$ cat src/rtl/bht_ctrl.sv
// Write-port sequencer for the branch history table: clears the table after reset or flush,
// then drains queued branch-resolve updates as read-modify-write with write forwarding.
module bht_ctrl #(
    parameter int unsigned DATA_WIDTH = 32,
    parameter int unsigned DEPTH      = 1024,
    parameter int unsigned IDX_W      = 10,
    parameter int unsigned QDEPTH     = 4
) (
    input  logic                  clk,
    input  logic                  rst,
    input  logic                  flush_req,
    input  logic                  upd_valid,
    input  logic [DATA_WIDTH-1:0] upd_pc,
    input  logic                  upd_correct,
    output logic                  upd_ready,
    output logic [IDX_W-1:0]      tbl_ridx,
    input  logic [1:0]            tbl_rdata,
    output logic                  tbl_we,
    output logic [IDX_W-1:0]      tbl_widx,
    output logic [1:0]            tbl_wdata,
    output logic                  busy,
    output logic [31:0]           cnt_correct,
    output logic [31:0]           cnt_error,
    output logic [31:0]           cnt_drop
);

    localparam int unsigned PTR_W = $clog2(QDEPTH);
    localparam logic [IDX_W-1:0] LAST_IDX = IDX_W'(DEPTH - 1);
    localparam logic [PTR_W:0] FULL_CNT = (PTR_W + 1)'(QDEPTH);

    typedef enum logic [0:0] {StInit, StRun} state_e;

    state_e           state_q, state_d;
    logic [IDX_W-1:0] sweep_q, sweep_d;

    logic [IDX_W-1:0] fifo_idx_q [QDEPTH];
    logic             fifo_cor_q [QDEPTH];
    logic [PTR_W-1:0] wr_ptr_q, wr_ptr_d;
    logic [PTR_W-1:0] rd_ptr_q, rd_ptr_d;
    logic [PTR_W:0]   count_q, count_d;
    logic [IDX_W-1:0] last_head_q;

    logic             we_d;
    logic [IDX_W-1:0] widx_d;
    logic [1:0]       wdata_d;

    logic             empty;
    logic             push;
    logic             push_store;
    logic             drop;
    logic             pop;
    logic [IDX_W-1:0] upd_idx;
    logic [IDX_W-1:0] head_idx;
    logic             head_cor;
    logic [1:0]       cur;

    // Only the word-index bits of the PC select a table entry.
    logic unused_pc;
    assign unused_pc = ^{upd_pc[DATA_WIDTH-1:IDX_W+2], upd_pc[1:0]};

    assign upd_idx    = upd_pc[IDX_W+1:2];
    assign empty      = (count_q == '0);
    assign upd_ready  = (count_q != FULL_CNT);
    assign push       = upd_valid & upd_ready;
    assign drop       = upd_valid & ~upd_ready;
    assign push_store = push & ~flush_req;
    assign pop        = (state_q == StRun) & ~empty & ~flush_req;
    assign busy       = (state_q == StInit);

    assign head_idx = fifo_idx_q[rd_ptr_q];
    assign head_cor = fifo_cor_q[rd_ptr_q];
    assign tbl_ridx = empty ? last_head_q : head_idx;

    // The table has not absorbed the write currently on the bus, so bypass it.
    assign cur = (tbl_we && (tbl_widx == head_idx)) ? tbl_wdata : tbl_rdata;

    function automatic logic [1:0] next_ctr(input logic [1:0] val, input logic inc);
        logic [1:0] res;
        if (inc) begin
            res = (val == 2'b11) ? 2'b11 : val + 2'b01;
        end else begin
            res = (val == 2'b00) ? 2'b00 : val - 2'b01;
        end
        return res;
    endfunction

    always_comb begin
        state_d = state_q;
        sweep_d = sweep_q;
        we_d    = 1'b0;
        widx_d  = tbl_widx;
        wdata_d = tbl_wdata;
        if (flush_req) begin
            state_d = StInit;
            sweep_d = '0;
        end else begin
            unique case (state_q)
                StInit: begin
                    we_d    = 1'b1;
                    widx_d  = sweep_q;
                    wdata_d = 2'b01;
                    if (sweep_q == LAST_IDX) begin
                        state_d = StRun;
                        sweep_d = '0;
                    end else begin
                        sweep_d = sweep_q + 1'b1;
                    end
                end
                StRun: begin
                    if (!empty) begin
                        we_d    = 1'b1;
                        widx_d  = head_idx;
                        wdata_d = next_ctr(cur, head_cor);
                    end
                end
                default: state_d = StInit;
            endcase
        end
    end

    always_comb begin
        wr_ptr_d = wr_ptr_q;
        rd_ptr_d = rd_ptr_q;
        count_d  = count_q;
        if (flush_req) begin
            wr_ptr_d = '0;
            rd_ptr_d = '0;
            count_d  = '0;
        end else begin
            if (push_store) begin
                wr_ptr_d = wr_ptr_q + 1'b1;
            end
            if (pop) begin
                rd_ptr_d = rd_ptr_q + 1'b1;
            end
            unique case ({push_store, pop})
                2'b10:   count_d = count_q + 1'b1;
                2'b01:   count_d = count_q - 1'b1;
                default: count_d = count_q;
            endcase
        end
    end

    always_ff @(posedge clk or negedge rst) begin
        if (!rst) begin
            state_q     <= StInit;
            sweep_q     <= '0;
            wr_ptr_q    <= '0;
            rd_ptr_q    <= '0;
            count_q     <= '0;
            last_head_q <= '0;
            tbl_we      <= 1'b0;
            tbl_widx    <= '0;
            tbl_wdata   <= 2'b00;
        end else begin
            state_q   <= state_d;
            sweep_q   <= sweep_d;
            wr_ptr_q  <= wr_ptr_d;
            rd_ptr_q  <= rd_ptr_d;
            count_q   <= count_d;
            tbl_we    <= we_d;
            tbl_widx  <= widx_d;
            tbl_wdata <= wdata_d;
            if (!empty) begin
                last_head_q <= head_idx;
            end
        end
    end

    // Payload storage needs no reset; occupancy is tracked by the pointers.
    always_ff @(posedge clk) begin
        if (push_store) begin
            fifo_idx_q[wr_ptr_q] <= upd_idx;
            fifo_cor_q[wr_ptr_q] <= upd_correct;
        end
    end

    // Pushes coinciding with a flush are discarded but still counted.
    always_ff @(posedge clk or negedge rst) begin
        if (!rst) begin
            cnt_correct <= '0;
            cnt_error   <= '0;
            cnt_drop    <= '0;
        end else begin
            if (push && upd_correct) begin
                cnt_correct <= cnt_correct + 32'd1;
            end
            if (push && !upd_correct) begin
                cnt_error <= cnt_error + 32'd1;
            end
            if (drop) begin
                cnt_drop <= cnt_drop + 32'd1;
            end
        end
    end

endmodule

$ cat config.mk
export PLATFORM = sky130hd
export DESIGN_NAME = bht_ctrl
export DESIGN_NICKNAME = d
export VERILOG_FILES = /design/src/rtl/bht_ctrl.sv
export SDC_FILE = /design/constraint.sdc
export NUM_CORES = 1
export LEC_CHECK = 0
export BUFFER_PORTS_ARGS = -buffer_cell sky130_fd_sc_hd__buf_2
export CORE_AREA = 5 5 170 172
export DETAILED_ROUTE_END_ITERATION = 8
export DIE_AREA = 0 0 175 177
export HOLD_SLACK_MARGIN = 0.12
export SYNTH_ARGS = -nofsm -noshare
export SYNTH_HDL_FRONTEND = slang
export SYNTH_SLANG_ARGS = --single-unit
$ cat constraint.sdc
create_clock -name clk -period 6.4 [get_ports clk]
set_input_delay 1.28 -clock clk [delete_from_list [all_inputs] [get_ports clk]]
set_output_delay 1.28 -clock clk [all_outputs]
set_load 0.02 [all_outputs]
**Word level (Yosys, flattened, before mapping)**

Memories as Yosys holds them, arrays and structs flattened.
Cells that the tools add are included.

- Bits in registers: 137
- Memory bits (writable): 44
- Input bits: 39
- Logic and storage cells: 77
- Memories: 2

- $add $sub $neg: 10
- Eq/ne operators: 8
- Muxes and demuxes: 26
- Bitwise gates (word level): 9
- Reductions and logical operators: 10

Memories:

| memory | words | bits a word | read ports | clocked after Yosys merged registers in | write ports | line | text |
|---|---|---|---|---|---|---|---|
| fifo_idx_q | 4 | 10 | 1 | 0 | 1 | 36 | `logic [IDX_W-1:0] fifo_idx_q [QDEPTH];` |
| fifo_cor_q | 4 | 1 | 1 | 0 | 1 | 37 | `logic fifo_cor_q [QDEPTH];` |

Operator list:

| kind | count |
|---|---|
| $add 32x1->32 const B | 3 |
| $mux 10 | 5 |
| $pmux 10 s2 | 1 |
| $mux 2 | 9 |
| $add 10x1->10 const B | 1 |
| $eq 10x10->1 | 1 |
| $eq 10x10->1 const B | 1 |
| $mux 1 | 7 |
| $add 2x1->2 const B | 3 |
| $pmux 3 s2 | 1 |
| $and 1x1->1 | 5 |
| $eq 2x2->1 const B | 2 |
| $ne 2x2->1 const B | 2 |
| $not 1->1 | 4 |
| $pmux 2 s2 | 1 |
| $reduce_bool 2->1 | 2 |
| $add 3x1->3 const B | 1 |
| $logic_and 1x1->1 | 3 |
| $logic_not 3->1 | 1 |
| $mux 3 | 1 |
| $ne 3x3->1 const B | 1 |
| $reduce_bool 3->1 | 1 |
| $sub 3x1->3 const B | 1 |
| $eq 2x1->1 const B | 1 |
| 5 further kinds | 5 |

**Longest topological paths before layout**

An unclocked memory read counts as a cell.

- Word-level depth: 9
- Mapped depth: 10

**Worst setup path before layout**

No wires, ideal clock.

- Path type: input -> register
- From: input port upd_valid
- To: register cnt_drop[13]
- Library setup time: 0.130 ns
- Arrival time: 2.622 ns
- Data required time: 6.270 ns
- Path slack: 3.648 ns
- Cell stages on the path: 7
- Path buffers: 1
- Path through: nor4bb_1 > buf_2 > nand4_1 > or2_2 > nor2_1 > nand4_1 > xnor2_1

- Word-level cells in the longest chain between the ends: 1

Ends and longest elaborated chain:

| what | line | text |
|---|---|---|
| from (decl) | 12 | `input logic upd_valid,` |
| $and 1x1->1 | 65 | `assign drop = upd_valid & ~upd_ready;` |
| to (signal assigned) | 192 | `cnt_drop <= cnt_drop + 32'd1;` |
| to (decl) | 24 | `output logic [31:0] cnt_drop` |

Every way passes these cells.
A chain may end at the register's enable or synchronous reset.

**Worst setup path in the final report**

- From: register rd_ptr_q[0]
- To: output port tbl_ridx[8]

- Word-level cells in the longest chain between the ends: 2

Ends and longest elaborated chain:

| what | line | text |
|---|---|---|
| from (decl) | 39 | `logic [PTR_W-1:0] rd_ptr_q, rd_ptr_d;` |
| from (signal assigned) | 159 | `rd_ptr_q <= rd_ptr_d;` |
| $mem_v2 4x10 | -- |  |
| $mux 10 | -- |  |
| to (decl) | 16 | `output logic [IDX_W-1:0] tbl_ridx,` |

Every way passes these cells.

==> results_dict.tcl <==
set metrics [dict create \
    worstMarginPinSlew_ns 0.9253 \
    synth_top_family_by_area "simple AND/OR/NAND/NOR gates" \
    synthDistinctLibCells 48 \
    crit_family "flip-flops" \
    synth.most_common_cell "dfrtp_1" \
    run_status "complete, no violations" \
    clk_latency_ns 0.42 \
    grt_pass1_wl_um 28840 \
    die_area_um2 30980 \
    grt_pass1_vias 5277 \
    grt_setup_unrepaired "false" \
    finalCritPeriodShare 0.5718 \
    yosys-top-cells-count "dfrtp_1 (137), xnor2_1 (80), nand2_1 (75)" \
    path_buf_inv 1 \
    cts_root_buffer "clkbuf_16" \
    routed_wl_um 17780 \
    dr.pass1.iters 4 \
    grt_max_degree 72 \
    startpoint_type "flip-flop" \
    hold_ws_ns 0.4634 \
    powerDensity_nw_per_um2 280.2 \
    ys_warn_count 0 \
    cp.required_ns 5.12 \
    wire_per_inst_um 15.34 \
    die_height_um 177 \
    synth_xor_area_frac 0.1191 \
    ant_nets 0 \
    path_class "reg2out" \
    hold_viol_final 0 \
    synthCells 661 \
    drc_errors 0 \
    async_flop_share 0.7569 \
    synth.area.mux_share 0.05884 \
    end_kind "output port" \
    reg2reg_slack_ns 3.56 \
    synth-edff-count 44 \
    cts_tree "yes" \
    antenna_cells 0 \
    synth_fa_ha_area_frac 0.01498 \
    clk_pin_slew_ns 0.08 \
    synthTopCellsByArea "dfrtp_1 (43%), edfxtp_1 (16%), xnor2_1 (8.7%), nand2_1 (3.5%), xor2_1 (3.2%)" \
    drv_slew 0 \
    boundaryPins 160 \
    rows 61 \
    dp_hpwl_um 12710 \
    cap_violations 0 \
    yosys.area_share.simple 0.1701 \
    grtUsageTotal 0.1160 \
    h-tree-depth 4 \
    slew_headroom 0.3780 \
    critPathMaxStageDelay_ns 0.84 \
    drive_above_1_share 0.2337 \
    cp_slowest_cell "dfrtp_1" \
    hold_path_class "reg2reg" \
    critPathArrivalTime_ns 2.38 \
    cts_sinks 181 \
    synthFlopType "dfrtp_1" \
    cts_hold_buf 0 \
    design.core.area_um2 27320 \
    synth.net_count 709 \
    cts_buffer_depth 2 \
    p_leak_nw 4.376 \
    seq_area_frac_synth 0.5925 \
    pre_cts_ws_ns 3.125 \
    post_cts_buffers 0 \
    fmax_mhz 273.2 \
    portBuffers 137 \
    period_needed_ns 3.660 \
    dr_total_vias 5293 \
    synth_compound_area_frac 0.02653 \
    peakVddDrop_mv 0.1373 \
    setup_slack_ns 2.740 \
    cp_max_fo 16 \
    cp_cell_sequence "mux4_1, nand2_1, nand2_1, buf_2" \
    nets 848 \
    setup_tns_ns 0 \
    yosysTopAreaCellShare 0.4277 \
    die-width_um 175 \
    setup_viol 0 \
    area_growth_pct 20.21 \
    viasPerCell 4.567 \
    fin_skew_ns 0.01568 \
    grt_antenna_before_repair 0 \
    postSynthAreaPerCell_um2 12.13 \
    start_util 0.2934 \
    grt.overflow.total 0 \
    ys_seq_elements 181 \
    synth_top_area_cell "dfrtp_1" \
    power_mw 2.700 \
    cts_made_buffers 17 \
    netlist_area_um2 8016 \
    ctsResizeCount 0 \
    path_common_cell "nand2_1" \
    drt-initial-drc-count 313 \
    routabilityCongestion 0.7763 \
]
## layer usage
layer  global-route usage  share of wire
met5                    0              0
met4              0.03175         0.0096
met3              0.02136          0.033
met2               0.1899           0.49
met1               0.1595           0.47
## cell families after synthesis
| kind of cell | after synthesis |
|---|---|
| adders and majority gates | 9 |
| buffers and inverters | 30 |
| and+or+nand+nor | 263 |
| AOI/OAI and AO/OA | 37 |
| muxes | 32 |
| DFF | 181 |
| xor gates and xnor gates | 109 |
## cell type report
| type | count | area, um2 |
|---|---|---|
| fill | 2730 | 17690 |
| sequential | 181 | 4750 |
| multi-input combinational | 450 | 3123 |
| timing repair buffer | 141 | 721.9 |
| clock buffer | 19 | 432.9 |
| tap | 346 | 432.9 |
| clock inverter | 13 | 142.6 |
| inverter | 9 | 33.78 |
## final timing paths
kind | startpoint | cells past startpoint | endpoint
max in group asynchronous | rst | 2 | cnt_error[12]
setup / recovery | rd_ptr_q[0] | 4 | tbl_ridx[8]
min in group asynchronous | rst | 1 | cnt_correct[22]
hold reg to reg | cnt_drop[31] | 1 | cnt_drop[31]
hold / removal | cnt_drop[31] | 1 | cnt_drop[31]
setup reg to reg | state_q | 7 | count_q[1]
## cells in the final DEF (no fill, tap or decap), types with 2 or more instances in the layout
master	Yosys	routed
a21oi_1	17	17
nand2_1	75	75
o31ai_1	3	3
clkbuf_16	0	17
ha_1	8	8
xor2_1	29	29
inv_8	0	3
clkbuf_1	13	2
mux2_2	3	3
nand3_1	49	49
or3_1	4	4
and3_1	21	21
nor4_4	2	2
mux2i_1	19	19
nor4_2	4	4
nand4_1	22	22
buf_4	1	4
nand2b_1	5	5
mux4_1	6	6
edfxtp_1	44	44
inv_6	0	5
dfrtp_1	137	137
nor3_1	6	6
buf_2	3	136
or2_2	3	3
mux4_2	4	4
nor2_1	50	50
clkinv_2	0	2
and4_1	7	7
inv_1	9	9
xnor2_1	80	80
and2_1	6	6
o21ai_0	11	11
## power breakdown
part | switching [mW] | total (mW) | internal (mW)
combinational | 0.223 | 0.336 | 0.114
clock | 0.483 | 1.04 | 0.555
sequential | 0.0687 | 1.33 | 1.26
total | 0.774 | 2.70 | 1.93
## registers in the layout (all words and copies together) (netlist names), 2 cells and up
register and cells:
last_head_q 10, fifo_cor_q 4, rd_ptr_q 2, sweep_q 10, cnt_correct 32, cnt_drop 32, tbl_widx 10, tbl_wdata 2
fifo_idx_q 40, wr_ptr_q 2, count_q 3, cnt_error 32
## per-stage QoR
stage               cell area [um2]  utilization  std cells
finish                         9637       0.3527       1159
global route                   9637       0.3527       1159
CTS                            9637       0.3527       1159
detailed placement             9061       0.3316       1127
global placement               9061       0.3316       1127
floorplan                      8016            -        661
Note: power is estimated with default switching activity, not from simulation.
